<file path="config.mk">
export PLATFORM = sky130hd
export DESIGN_NAME = m_result_drain
export DESIGN_NICKNAME = d
export VERILOG_FILES = /design/src/rtl/m_result_drain.sv
export SDC_FILE = /design/constraint.sdc
export NUM_CORES = 1
export LEC_CHECK = 0
export CORE_AREA = 3 3 589 591
export DETAILED_ROUTE_END_ITERATION = 8
export DIE_AREA = 0 0 592 594
export DONT_BUFFER_PORTS = 1
export PLACE_DENSITY = 0.33
export SLEW_MARGIN = 10
export SYNTH_ARGS = -nofsm -noshare
export SYNTH_HDL_FRONTEND = slang
export SYNTH_SLANG_ARGS = --single-unit
export TNS_END_PERCENT = 100
</file>
<file path="constraint.sdc">
create_clock -name clk -period 35.5 [get_ports clk]
set_input_delay 1.775 -clock clk [delete_from_list [all_inputs] [get_ports clk]]
set_output_delay 1.775 -clock clk [all_outputs]
set_load 0.05 [all_outputs]
</file>
<file path="src/rtl/m_result_drain.sv">
// m_result_drain
//   Sits after the int-to-fp16 converter array. Takes one complete block of
//   ROWS x COLS fp16 results and their per-element converter status in a
//   single handshake. It then sends the block out one row per beat on a
//   valid/ready stream. Each beat carries an exception flag for its row.
//   A 16-bit counter records how many blocks have been fully drained.
//
// Ports
//   clk        rising-edge clock
//   rst        synchronous reset, active-high
//   in_valid   block present on in_fp / in_status
//   in_ready   block accepted when in_valid && in_ready (combinational)
//   in_fp      element [r][c] at ((r*COLS+c)*FP_W) +: FP_W
//   in_status  element [r][c] at ((r*COLS+c)*ST_W) +: ST_W
//   out_valid  row beat valid
//   out_ready  beat consumed when out_valid && out_ready
//   out_data   row payload, column c at c*FP_W +: FP_W
//   out_row    row index of the current beat
//   out_last   current beat is row ROWS-1
//   out_exc    OR over the row of status bits [1] inf, [2] invalid, [4] huge
//   blk_cnt    completed blocks, wraps 0xFFFF -> 0
module m_result_drain #(
  parameter  int ROWS = 7,
  parameter  int COLS = 8,
  parameter  int FP_W = 16,
  parameter  int ST_W = 8,
  localparam int RW   = (ROWS > 1) ? $clog2(ROWS) : 1
) (
  input  logic                      clk,
  input  logic                      rst,
  input  logic                      in_valid,
  output logic                      in_ready,
  input  logic [ROWS*COLS*FP_W-1:0] in_fp,
  input  logic [ROWS*COLS*ST_W-1:0] in_status,
  output logic                      out_valid,
  input  logic                      out_ready,
  output logic [COLS*FP_W-1:0]      out_data,
  output logic [RW-1:0]             out_row,
  output logic                      out_last,
  output logic                      out_exc,
  output logic [15:0]               blk_cnt
);

  typedef enum logic {IDLE, DRAIN} state_t;

  state_t                 state_q, state_d;
  logic [RW-1:0]          row_q, row_d;
  logic [15:0]            blk_cnt_q;
  logic [COLS*FP_W-1:0]   fp_rows [ROWS];
  logic [COLS*ST_W-1:0]   st_rows [ROWS];

  logic draining, is_last, capture, beat_hs, row_exc;

  assign draining = (state_q == DRAIN);
  assign is_last  = (row_q == RW'(ROWS - 1));
  assign beat_hs  = draining && out_ready;

  // A new block is accepted when idle, or on the cycle that retires the last
  // row, which lets consecutive blocks stream with no bubble.
  assign in_ready = !rst && (!draining || (is_last && out_ready));
  assign capture  = in_valid && in_ready;

  // Exception flag for the selected row: inf, invalid and huge only.
  always_comb begin
    // NOTE: every variable driven here gets a default first, so no path
    // leaves it unassigned and no latch is inferred.
    row_exc = 1'b0;
    for (int c = 0; c < COLS; c++) begin
      row_exc = row_exc | st_rows[row_q][c*ST_W + 1]
                        | st_rows[row_q][c*ST_W + 2]
                        | st_rows[row_q][c*ST_W + 4];
    end
  end

  // Next-state logic.
  always_comb begin
    state_d = state_q;
    row_d   = row_q;
    if (capture) begin
      state_d = DRAIN;
      row_d   = '0;
    end else if (beat_hs) begin
      if (is_last) begin
        state_d = IDLE;
        row_d   = '0;
      end else begin
        row_d = row_q + RW'(1);
      end
    end
  end

  always_ff @(posedge clk) begin
    // NOTE: sequential state uses non-blocking assignments so every register
    // samples the pre-edge values regardless of statement order.
    if (rst) begin
      state_q   <= IDLE;
      row_q     <= '0;
      blk_cnt_q <= '0;
    end else begin
      state_q <= state_d;
      row_q   <= row_d;
      if (beat_hs && is_last) blk_cnt_q <= blk_cnt_q + 16'd1;
    end
  end

  // NOTE: the block buffer has no reset; it is only observed while draining,
  // and outputs are forced to zero otherwise, so stale content never leaks.
  always_ff @(posedge clk) begin
    if (capture) begin
      for (int r = 0; r < ROWS; r++) begin
        fp_rows[r] <= in_fp[r*COLS*FP_W +: COLS*FP_W];
        st_rows[r] <= in_status[r*COLS*ST_W +: COLS*ST_W];
      end
    end
  end

  assign out_valid = draining;
  assign out_data  = draining ? fp_rows[row_q] : '0;
  assign out_row   = row_q;
  assign out_last  = draining && is_last;
  assign out_exc   = draining && row_exc;
  assign blk_cnt   = blk_cnt_q;

endmodule

</file>
* Word-level counts from Yosys, hierarchy flattened
Memories as Yosys holds them, arrays and structs flattened. A register that Yosys moved wholly into a read port is not among the register bits.
Cells that the tools add are included.
** Word-level totals
- Register bits :: 20
- Memory bits (writable) :: 1344
- Output and inout port bits :: 151
- Logic and storage cells :: 56
- Memories kept :: 2
** Operators by class
- Add/subtract/negate cells :: 2
- Eq/ne operators :: 1
- Multiplexer cells :: 11
- Bitwise gates (word level) :: 23
- Reductions and logical operators :: 14
** Memory list
- fp_rows :: depth 7, width 128, rd ports 1, clocked after memory_dff 1, write ports 7, line 49 : logic [COLS*FP_W-1:0] fp_rows [ROWS];
- st_rows :: depth 7, width 64, rd ports 1, clocked after memory_dff 1, write ports 7, line 50 : logic [COLS*ST_W-1:0] st_rows [ROWS];
** Operator list (count)
- 2-to-1 mux 128 bit :: 1
- OR 1 bit :: 23
- adder 16 x 1 -> 16 bit (second input constant) :: 1
- 2-to-1 mux 3 bit :: 5
- logical AND 1 bit :: 7
- 2-to-1 mux 1 bit :: 5
- nonzero test 2 bit :: 2
- adder 3 x 1 -> 3 bit (second input constant) :: 1
- equality test 3 bit (second input constant) :: 1
- logical NOT 1 bit :: 2
- AND reduction 2 bit :: 1
- OR reduction 2 bit :: 1
- logical OR 1 bit :: 1

* Longest topological paths before layout
- Depth after elaboration :: 24
- Depth in mapped cells :: 10

* Worst setup path after synthesis
No wires, ideal clock.
- Path kind :: input to register
- Start :: input port rst
- End :: register (tool-made name)
- Arrival :: 28262 ps
- Required time :: 35348 ps
- Path slack :: 7086 ps
- Cell stages on the path :: 5
- Path buffers :: 1
- Path through :: clkbuf_1 a21oi_1 and2_1 or2_1 nor3_1
** RTL lines
- from (decl) :: line 30 : input logic rst,

==> reports/summary.txt <==
Run status: finished clean
Max frequency: 0.118 GHz
Overall power: 0.00303 W
R2R cell count: 10
Initial antenna violation count: 183
Max cap viols: 0
Pin count of the biggest net entering global routing: 141
Vias in the first global route: 22024
I/O pin count: 1499
Net Count, Synth: 3477
Area grow syn2layout: 26.1%
DRC viols: 0
CTS max path bufs: 4
Grt ovf: 0
Startpoint Class: flop
Final Cycle Share: 23.9%
Mapped Cells: 2128
Placed cells: 6683
Resized Gates After CTS: 0
Share of cells above drive strength 1: 19.0%
HPWL after detailed placement: 142 mm
Distinct cells, synth: 47
Static Leak: 14.7 nW
H-tree depth reported by CTS: 4
Area of the die: 352000 sq um
Worst IR Drop VDD: 0.0356 mV
Commonest non-fill, non-tap cell in the layout: edfxtp_1
Post-Place Worst Slack: 27.71 ns
Top fanout value on the critical path: 35
Cts bufs inserted: 137
Hold path depth: 2
Post-Syn Area per Cell: 19.4 sq um
GP Congestion: 0.826
First-pass detailed-route iteration total: 7
Setup Buffers After CTS: 0
Die height: 594 microns
Pwr per Cell Area: 58.3 nW/um^2
Initial core utilization: 12.0%
Final net count: 3614
Yosys reg bits: 1087
CP arrival: 6.72 ns
Synthesized area: 41200 sq um
Avg WL per Cell: 25.8 microns
Setup_tns: 0 ns
Endpoint type of the worst setup path: primary output
Reg2reg start: out_row[1]
Vias: 20979
Placed Area: 47500 sq um
Slew HR: 18.1%
Post-synthesis sequential area ratio: 78.6%
Most frequent cells in the layout: edfxtp_1, mux2i_1, clkbuf_16
Num rows: 215
Clk Latency, worst-skew pair: 0.80 ns
Post-Layout Cell Count: 6987
First-pass GRT wire length: 228 mm
Synth warn: 0
Pins Over Slew Limit: 0
Vias/cell: 3.00
Drt first-iter violations: 1484
Clk root buf: clkbuf_16
Core Region: 342000 sq um
Post-route cell area: 52000 sq um
Hold Crit Class: reg -> reg
Reg clk slew, reported paths: 0.06 ns
Port bufs: 0
CP required: 33.72 ns
Hold Crit Start: out_valid
Clk sinks: 1087
Top post-synthesis cells by area: edfxtp_1, mux4_2, mux2i_1, nor2b_1, o21ai_0
Post-route ant nets: 0
Routed WL: 180 mm
WS Path Type: reg -> out
Hold Buf Count CTS: 0
Total track usage: 9.79%
Final setup vio count: 0
Final hold vios: 0
Yosys top cell by area: edfxtp_1
RSZ-0062 raised after global routing: false
Final WS setup: 27.00 ns
Die W: 592 microns
Clock skew: 0.0427 ns
Final critical-path required period: 8.50 ns
Post-synth top area share: 77.5%
CTS tree: built
Worst Tran Pin Value: 1.23 ns
==> Yosys cell counts (all sizes together) <==
cell type	n
nor2	27
inv	2
o41ai	2
clkbuf	50
or4	2
or2	2
nand3	6
edfxtp	1064
and4	1
and2	5
a221o	1
buf	58
xnor2	4
a21oi	11
nand4b	1
or4b	2
o211ai	1
and3b	1
nor2b	130
nor3	9
o211a	1
o31ai	2
mux4	128
nand2	137
o22ai	1
o21ai	135
nand3b	1
nand2b	1
a211oi	1
xor2	9
nor4	28
o2bb2ai	1
nand4	14
and3	1
mux2i	258
nor4b	2
a311oi	1
or3	4
ha	1
dfxtp	23
==> power breakdown <==
| part | total [W] | internal [W] | switching [W] |
|---|---|---|---|
| Sequential | 0.00149 | 0.00147 | 0.0000201 |
| Clock | 0.00138 | 0.000812 | 0.000569 |
| Combinational | 0.000165 | 0.0000449 | 0.000120 |
==> sequential cells by signal, indices dropped and copies added, names as in the netlist, named ones only <==
name,count
out_valid,1
out_row,3
blk_cnt,16
fp_rows,896
st_rows,168
==> worst max-delay path: stages, from the launching register on <==
cell	delay, ns
dfxtp_4	0.76
buf_4	0.72
buf_4	0.67
buf_4	0.57
buf_4	0.66
buf_4	0.58
mux4_2	0.56
mux2i_1	0.77
nor2b_1	0.48
==> per-layer routing <==
layer	share of wire, %	track usage (%)	wire length [microns]
met1	35	10.2	63700
met4	3.1	2.86	5640
met3	12	4.95	21100
met5	0.48	0	862
met2	49	17.2	89100
==> through the flow <==
| step | utilization [%] | hold WS [ns] |
|---|---|---|
| finish | 15.2 | 0.600 |
| global placement | 13.9 | 0.597 |
| floorplan | - | 0.701 |
| CTS | 15.1 | 0.606 |
| global route | 15.2 | 0.630 |
| detailed placement | 13.9 | 0.595 |
==> path summary, 6_finish.rpt <==
check                                       to  slack [ns]
worst max-delay path              out_data[67]       27.00
worst min-delay path                 out_valid        0.60
worst max register to register  fp_rows[2][35]       28.57
worst min register to register       out_valid        0.60
==> final cells by class <==
class                   count  area [sq um]
repair buffers            106           916
inverters                   2          7.51
clock inverters            77           816
well taps                4557          5700
fillers                 37431        290000
multi-input cells         931          8450
diodes                     67           168
flip-flops and latches   1087         32400
clock buffers             160          3540
==> cells by family (layout without fill, tap and decap cells) <==
logic type / after synthesis / in the layout / share of synthesized area (%)
buffers and inverters: 110 / 345 / 1.13
multiplexers: 386 / 386 / 13.2
XOR/XNOR: 13 / 13 / 0.276
AND/OR/NAND/NOR: 374 / 374 / 4.75
flip-flops: 1087 / 1087 / 78.6
adder cells (fa/ha/maj): 1 / 1 / 0.0303
other: 0 / 67 / 0
AO/OA/AOI/OAI: 157 / 157 / 1.99
(Power assumes the default switching activity.)
